File: src/rtl/twiddle_pkg.sv
// Shared definitions for the radix-4 twiddle sequencers: sizes, FSM encoding,
// tag layout and the (stage, butterfly) -> twiddle index mapping.
package twiddle_pkg;

  localparam int FFT_N      = 256;
  localparam int STAGES     = 4;
  localparam int BFLY       = 64;
  localparam int LEGS       = 4;
  localparam int ADDRLENGTH = 8;
  localparam int WORDLENGTH = 18;

  typedef enum logic [1:0] {
    IDLE  = 2'd0,
    RUN   = 2'd1,
    DRAIN = 2'd2,
    DONE  = 2'd3
  } state_t;

  typedef struct packed {
    logic [1:0] stage;
    logic [5:0] bfly;
    logic [1:0] leg;
  } tag_t;

  // (b mod 4^(3-s)) << 2s, kept to 6 bits: later stages keep fewer low
  // butterfly bits and shift them further up, so stage 3 is always unity.
  function automatic logic [5:0] tw_idx_f(input logic [1:0] stage,
                                          input logic [5:0] bfly);
    logic [5:0] idx;
    idx = '0;
    case (stage)
      2'd0:    idx = bfly;
      2'd1:    idx = {bfly[3:0], 2'b00};
      2'd2:    idx = {bfly[1:0], 4'b0000};
      default: idx = '0;
    endcase
    return idx;
  endfunction

endpackage

File: src/rtl/twiddle_seq_r4_if.sv
// Handshake and tag bundle between the twiddle sequencer (master) and the
// butterfly datapath / controller (slave).
interface twiddle_seq_r4_if;
  import twiddle_pkg::*;

  logic                  start;
  logic                  out_ready;
  logic [ADDRLENGTH-1:0] rom_addr;
  logic                  tw_valid;
  logic [1:0]            tw_stage;
  logic [5:0]            tw_bfly;
  logic [1:0]            tw_leg;
  logic                  busy;
  logic                  done;

  modport master (
    input  start, out_ready,
    output rom_addr, tw_valid, tw_stage, tw_bfly, tw_leg, busy, done
  );

  modport slave (
    output start, out_ready,
    input  rom_addr, tw_valid, tw_stage, tw_bfly, tw_leg, busy, done
  );

endinterface

File: src/rtl/twiddle_idx_r4.sv
// Combinational radix-4 twiddle index: (stage, butterfly) -> tw_idx[5:0].
// Shared with the inverse-FFT sequencer.
module twiddle_idx_r4
  import twiddle_pkg::*;
(
  input  logic [1:0] stage,
  input  logic [5:0] bfly,
  output logic [5:0] tw_idx
);

  assign tw_idx = tw_idx_f(stage, bfly);

endmodule

File: src/rtl/twiddle_seq_r4.sv
// Walks stage -> butterfly -> leg over the 256-point radix-4 twiddle ROM and
// emits a valid/ready tag stream aligned with the ROM's registered read data.
module twiddle_seq_r4
  import twiddle_pkg::*;
(
  input  logic              clk,
  input  logic              rst_n,
  twiddle_seq_r4_if.master  tw
);

  state_t                state_q, state_d;
  logic [1:0]            s_q;
  logic [5:0]            b_q;
  logic [1:0]            l_q;
  logic [ADDRLENGTH-1:0] addr_last_q;
  logic [ADDRLENGTH-1:0] cnt_addr;
  tag_t                  tag_q;
  logic                  valid_q;
  logic [5:0]            tw_idx;
  logic                  issue;
  logic                  last_elem;
  logic                  busy;
  logic                  done;

  twiddle_idx_r4 u_idx (
    .stage  (s_q),
    .bfly   (b_q),
    .tw_idx (tw_idx)
  );

  assign cnt_addr  = {tw_idx, l_q};
  assign last_elem = (s_q == 2'(STAGES - 1)) && (b_q == 6'(BFLY - 1)) &&
                     (l_q == 2'(LEGS - 1));

  // A new element is issued whenever the output slot is empty or being
  // accepted this cycle; otherwise the ROM keeps re-reading the last address.
  assign issue = (state_q == RUN) && (!valid_q || tw.out_ready);

  // NOTE: sequential state uses non-blocking assignments so every register
  // samples pre-edge values, independent of statement order.
  always_ff @(posedge clk or negedge rst_n) begin
    if (!rst_n) state_q <= IDLE;
    else        state_q <= state_d;
  end

  // NOTE: every output of this block gets a default first, so no path leaves
  // a signal unassigned and no latch is inferred.
  always_comb begin
    state_d = state_q;
    busy    = 1'b0;
    done    = 1'b0;
    case (state_q)
      IDLE: begin
        if (tw.start) state_d = RUN;
      end
      RUN: begin
        busy = 1'b1;
        if (issue && last_elem) state_d = DRAIN;
      end
      DRAIN: begin
        busy = 1'b1;
        if (valid_q && tw.out_ready) state_d = DONE;
      end
      DONE: begin
        done    = 1'b1;
        state_d = IDLE;
      end
      default: state_d = IDLE;
    endcase
  end

  // Counters, held address, tags and valid. Counters wrap back to zero after
  // the final element, so a finished sweep leaves them ready for the next.
  always_ff @(posedge clk or negedge rst_n) begin
    if (!rst_n) begin
      s_q         <= '0;
      b_q         <= '0;
      l_q         <= '0;
      addr_last_q <= '0;
      tag_q       <= '0;
      valid_q     <= 1'b0;
    end else if (issue) begin
      addr_last_q <= cnt_addr;
      tag_q       <= '{stage: s_q, bfly: b_q, leg: l_q};
      valid_q     <= 1'b1;
      l_q         <= l_q + 2'd1;
      if (l_q == 2'(LEGS - 1)) begin
        b_q <= b_q + 6'd1;
        if (b_q == 6'(BFLY - 1)) s_q <= s_q + 2'd1;
      end
    end else if (valid_q && tw.out_ready) begin
      valid_q <= 1'b0;
    end
  end

  assign tw.rom_addr = issue ? cnt_addr : addr_last_q;
  assign tw.tw_valid = valid_q;
  assign tw.tw_stage = tag_q.stage;
  assign tw.tw_bfly  = tag_q.bfly;
  assign tw.tw_leg   = tag_q.leg;
  assign tw.busy     = busy;
  assign tw.done     = done;

endmodule

File: src/flat_wrapper.sv
// flat-port wrapper written by rule: the top's interface ports become plain ports
module twiddle_seq_r4_flat import twiddle_pkg::*;
  (clk, rst_n, tw_start, tw_out_ready, tw_rom_addr, tw_tw_valid, tw_tw_stage, tw_tw_bfly, tw_tw_leg, tw_busy, tw_done);
  twiddle_seq_r4_if tw_i ();
  input  logic clk;
  input  logic rst_n;
  input wire logic [$bits(tw_i.start)-1:0] tw_start;
  input wire logic [$bits(tw_i.out_ready)-1:0] tw_out_ready;
  output wire logic [$bits(tw_i.rom_addr)-1:0] tw_rom_addr;
  output wire logic [$bits(tw_i.tw_valid)-1:0] tw_tw_valid;
  output wire logic [$bits(tw_i.tw_stage)-1:0] tw_tw_stage;
  output wire logic [$bits(tw_i.tw_bfly)-1:0] tw_tw_bfly;
  output wire logic [$bits(tw_i.tw_leg)-1:0] tw_tw_leg;
  output wire logic [$bits(tw_i.busy)-1:0] tw_busy;
  output wire logic [$bits(tw_i.done)-1:0] tw_done;
  assign tw_i.start = tw_start;
  assign tw_i.out_ready = tw_out_ready;
  assign tw_rom_addr = tw_i.rom_addr;
  assign tw_tw_valid = tw_i.tw_valid;
  assign tw_tw_stage = tw_i.tw_stage;
  assign tw_tw_bfly = tw_i.tw_bfly;
  assign tw_tw_leg = tw_i.tw_leg;
  assign tw_busy = tw_i.busy;
  assign tw_done = tw_i.done;
  twiddle_seq_r4 u_core (.clk(clk), .rst_n(rst_n), .tw(tw_i));
endmodule
File: config.mk
export PLATFORM = sky130hd
export DESIGN_NAME = twiddle_seq_r4_flat
export DESIGN_NICKNAME = d
export VERILOG_FILES = /design/src/rtl/twiddle_pkg.sv /design/src/rtl/twiddle_seq_r4_if.sv /design/src/rtl/twiddle_idx_r4.sv /design/src/rtl/twiddle_seq_r4.sv /design/src/flat_wrapper.sv
export SDC_FILE = /design/constraint.sdc
export NUM_CORES = 1
export LEC_CHECK = 0
export BUFFER_PORTS_ARGS = -buffer_cell sky130_fd_sc_hd__buf_2
export CAP_MARGIN = 20
export CORE_ASPECT_RATIO = 0.7
export CORE_MARGIN = 3
export CORE_UTILIZATION = 54
export DETAILED_ROUTE_END_ITERATION = 12
export GPL_TIMING_DRIVEN = 0
export PLACE_DENSITY = 0.8
export SLEW_MARGIN = 20
export SYNTH_ARGS = -nofsm -noshare
export SYNTH_HDL_FRONTEND = slang
export SYNTH_SLANG_ARGS = --single-unit
File: constraint.sdc
create_clock -name clk -period 2.2 [get_ports clk]
set_input_delay 0.44 -clock clk [delete_from_list [all_inputs] [get_ports clk]]
set_output_delay 0.44 -clock clk [all_outputs]
set_load 0.01 [all_outputs]
==> qor.log <==
INFO  status         outcome=finished, violations left
INFO  status         failed_checks=negative setup slack
INFO  die            fp.dieW=67.0um
INFO  final_layout   fin_nets=177
INFO  sta            total_negative_slack_for_setup_checks=-0.0598ns
INFO  sta            max_slew_headroom=0.548
INFO  die            core.rowCount=14
INFO  synth          synthesis.nets=136
INFO  place          dp.cells=177
INFO  sta            period_share=1.03
INFO  sta            final.setup.worst_slack=-0.0598ns
INFO  power_and_ir_drop total_power=1.93mW
INFO  sta            timing_worst_slew_pin_value=0.678ns
INFO  worst_setup_path crit_path_capture=tw_rom_addr[6]
INFO  place          placed_cell_area=1570um2
INFO  worst_setup_path rr_startpoint=u_core.b_q[0]
INFO  route          drt_first_pass_iters=5
INFO  clock_network  cts.clk_slew.worst_paths=0.06ns
INFO  synth          post_synth_inst_count=121
INFO  synth          synth_seq_cells=31
INFO  route          vias=1082
INFO  synth          netlist.top_cell.by_area=sky130_fd_sc_hd__dfrtp_1
INFO  global_route   grt_usage=0.206
INFO  synth          post-synth-top-area-fraction=0.552
INFO  clock_network  cts_buffer_depth=2
INFO  synth          synth-compound-area-share=0.0677
INFO  worst_setup_path critPathRequiredTime=1.76ns
INFO  sta            finalCriticalPeriod=2.26ns
INFO  die            core_area=2310um2
INFO  sta            worst_hold_slack=0.191ns
INFO  synth          synthXorXnorAreaFrac=0.0436
INFO  synth          synth-simple-area-share=0.133
INFO  synth          netlist_top_cells_area=sky130_fd_sc_hd__dfrtp_1 55%, sky130_fd_sc_hd__ha_1 9.8%, sky130_fd_sc_hd__nand2_1 7.5%
INFO  global_route   grt_pass1_vias=1019
INFO  sta            fmax=443MHz
INFO  die            die_h=48.7um
INFO  sta            fin_worst_skew=0.00306ns
INFO  synth          postSynthAreaPerCell=11.6um2
INFO  clock_network  clock_tree.htree_level_count=2
INFO  synth          post_synth_mux_area_share=0.0819
INFO  sta            finalSetupViolations=1
INFO  route          post_drt_via_cell_ratio=5.55
INFO  clock_network  clock_sinks=31
INFO  route          drtIter0Drc=84
INFO  worst_setup_path worst_ep_arrival_time=1.82ns
INFO  route          post-route-drc-count=0
INFO  worst_setup_path crit_path_start_kind=flip-flop
INFO  final_layout   mostFrequentLayoutCell=sky130_fd_sc_hd__dfrtp_1
INFO  final_layout   finalCoreUtilization=0.801
INFO  place          detailedPlace.worstSlack=-0.0999ns
INFO  sta            grt_setup_unrepaired=yes
INFO  route          finalWirelength=3380um
INFO  clock_network  cts-root-buf=sky130_fd_sc_hd__clkbuf_8
INFO  clock_network  clk-insertion-delay-late=0.28ns
INFO  global_route   grt_overflow_total=0
INFO  final_layout   post_route_cells_drive_above_1_share=0.417
INFO  worst_setup_path worstSetupStartpoint=u_core.s_q[0]
INFO  place          place.gp.congestion=0.772
INFO  final_layout   layout.cells.most_common_list=31 x sky130_fd_sc_hd__dfrtp_1, 27 x sky130_fd_sc_hd__nand2_1, 26 x sky130_fd_sc_hd__buf_2, 9 x sky130_fd_sc_hd__buf_4, 8 x sky130_fd_sc_hd__mux2_2
INFO  synth          number_of_distinct_library_cells_after_synthesis=23
INFO  synth          main_combinational_cell_family_by_area_after_synthesis=simple AND/OR/NAND/NOR gates
INFO  synth          seq_area_frac_synth=0.552
INFO  power_and_ir_drop power.density_cell_area=1040nW/um2
INFO  worst_setup_path critPathMaxStageDelay=0.42ns
INFO  worst_setup_path reg2reg_to=u_core.s_q[1]
INFO  clock_network  tritoncts_clock_tree=done
INFO  die            initial_utilization=0.608
INFO  final_layout   count_of_inserted_antenna_diode_cells=0
INFO  worst_setup_path rr_worst_depth=5
INFO  place          detailedPlacementHpwl=1950um
INFO  worst_setup_path cell_by_cell_listing_of_the_critical_path=buf_6 > ha_4 > buf_4 > a222oi_1 > o31ai_2 > buf_2
INFO  final_layout   post-route-cell-area=1850um2
INFO  synth          post_synth_fa_ha_maj_area_fraction=0.0980
INFO  sta            slew_violations=0
INFO  worst_setup_path type_of_the_worst_setup_path=reg2out
INFO  die            pin_count=25
INFO  synth          yosys_warnings=0
INFO  global_route   grt_first_pass_wirelength=4910um
INFO  power_and_ir_drop p_leak=0.943nW
INFO  clock_network  cts_hold_buf=0
INFO  place          placement.io_buffers=24
INFO  final_layout   instances_no_fill=195
INFO  global_route   grt_antenna_before_repair=0
INFO  worst_setup_path worst_path_max_delay_cell=sky130_fd_sc_hd__dfrtp_1
INFO  worst_setup_path critical_path.max_fanout=4
INFO  worst_hold_path worst_hold_path_type=in2async
INFO  power_and_ir_drop max-vdd-ir-drop=735uV
INFO  global_route   grt_start_max_net_pins=32
INFO  clock_network  cts-buffers-inserted=5
INFO  route          antenna_left=0
INFO  worst_setup_path setup_slack_of_the_worst_register_to_register_path=0.39ns
INFO  sta            finalHoldViolations=0
INFO  die            floorplan.die_area=3260um2
INFO  route          routedWlPerCell=17.3um
INFO  worst_setup_path worst_setup_path_end_kind=output port
INFO  final_layout   area_growth=31.9%
INFO  synth          post_synth_instance_area=1410um2
INFO  job            cap_viol_max_count=0
cell type report:
type / instances / area, um2
clock buffer: 6 / 82.6
tap: 32 / 40.0
clock inverter: 2 / 35.0
inverter: 5 / 18.8
timing repair buffer: 34 / 199
sequential: 31 / 776
buffer: 3 / 21.3
fill: 143 / 459
multi-input combinational: 82 / 681
sequential cells by signal, indices dropped and copies added, names as in the netlist:
name                count
u_core.tw.tw_valid      1
u_core.b_q              6
u_core.l_q              2
u_core.tw.tw_leg        2
u_core.tw.tw_stage      2
u_core.state_q          2
u_core.tw.tw_bfly       6
u_core.addr_last_q      8
u_core.s_q              2
kinds of logic after synthesis:
logic type | Yosys count
flops | 31
mux | 10
simple gates | 42
buf+inv | 8
compound gates | 12
xor+xnor | 7
fa+ha+maj | 11
critical path: cells and delay by family (launching register included):
kind,cells,cell delay (ns)
adder cells (fa/ha/maj),1,0.16
buffers and inverters,3,0.41
flip-flops,1,0.42
AO/OA/AOI/OAI,2,0.54
report_power, final:
group	internal, mW	switching, mW
Sequential	0.723	0.141
Combinational	0.235	0.252
Clock	0.366	0.211
metal layers:
metal | wire length [um] | vias to the layer above | share of wire | global-route usage
li1 | - | 493 | - | -
met1 | 1360 | 524 | 0.40 | 0.251
met2 | 1700 | 49 | 0.50 | 0.332
met3 | 210 | 16 | 0.062 | 0.0718
met4 | 107 | 0 | 0.032 | 0.0808
met5 | 0 | - | 0 | 0
synthesized netlist by cell type:
library cell / count
sky130_fd_sc_hd__a21bo_2: 1
sky130_fd_sc_hd__a222oi_1: 3
sky130_fd_sc_hd__a22oi_1: 2
sky130_fd_sc_hd__and2_0: 1
sky130_fd_sc_hd__and3_1: 1
sky130_fd_sc_hd__and4_1: 1
sky130_fd_sc_hd__buf_2: 3
sky130_fd_sc_hd__dfrtp_1: 31
sky130_fd_sc_hd__ha_1: 11
sky130_fd_sc_hd__inv_1: 5
sky130_fd_sc_hd__mux2_2: 8
sky130_fd_sc_hd__mux2_4: 1
sky130_fd_sc_hd__mux2i_1: 1
sky130_fd_sc_hd__nand2_1: 28
sky130_fd_sc_hd__nand2b_1: 2
sky130_fd_sc_hd__nand3_1: 4
sky130_fd_sc_hd__nand3_2: 1
sky130_fd_sc_hd__nand4_1: 1
sky130_fd_sc_hd__nor2_1: 3
sky130_fd_sc_hd__o21ai_0: 2
sky130_fd_sc_hd__o31ai_1: 4
sky130_fd_sc_hd__xnor2_1: 6
sky130_fd_sc_hd__xor2_1: 1
what timing repair did:
action,in CTS,in global routing
setup endpoints to repair,8,4
pin swaps,1,3
endpoints found under the hold margin,0,0
gates resized for setup,12,9
buffers inserted,3,7
worst min-delay path by stage:
stage / startpoint / endpoint
2_1_floorplan: rst_n / u_core.addr_last_q[0]
3_3_place_gp: u_core.addr_last_q[3] / u_core.addr_last_q[3]
3_5_place_dp: u_core.addr_last_q[2] / u_core.addr_last_q[2]
4_1_cts: rst_n / u_core.tw.tw_bfly[1]
5_1_grt: rst_n / u_core.tw.tw_bfly[1]
6_report: rst_n / u_core.tw.tw_bfly[1]
(Power assumes the default switching activity.)
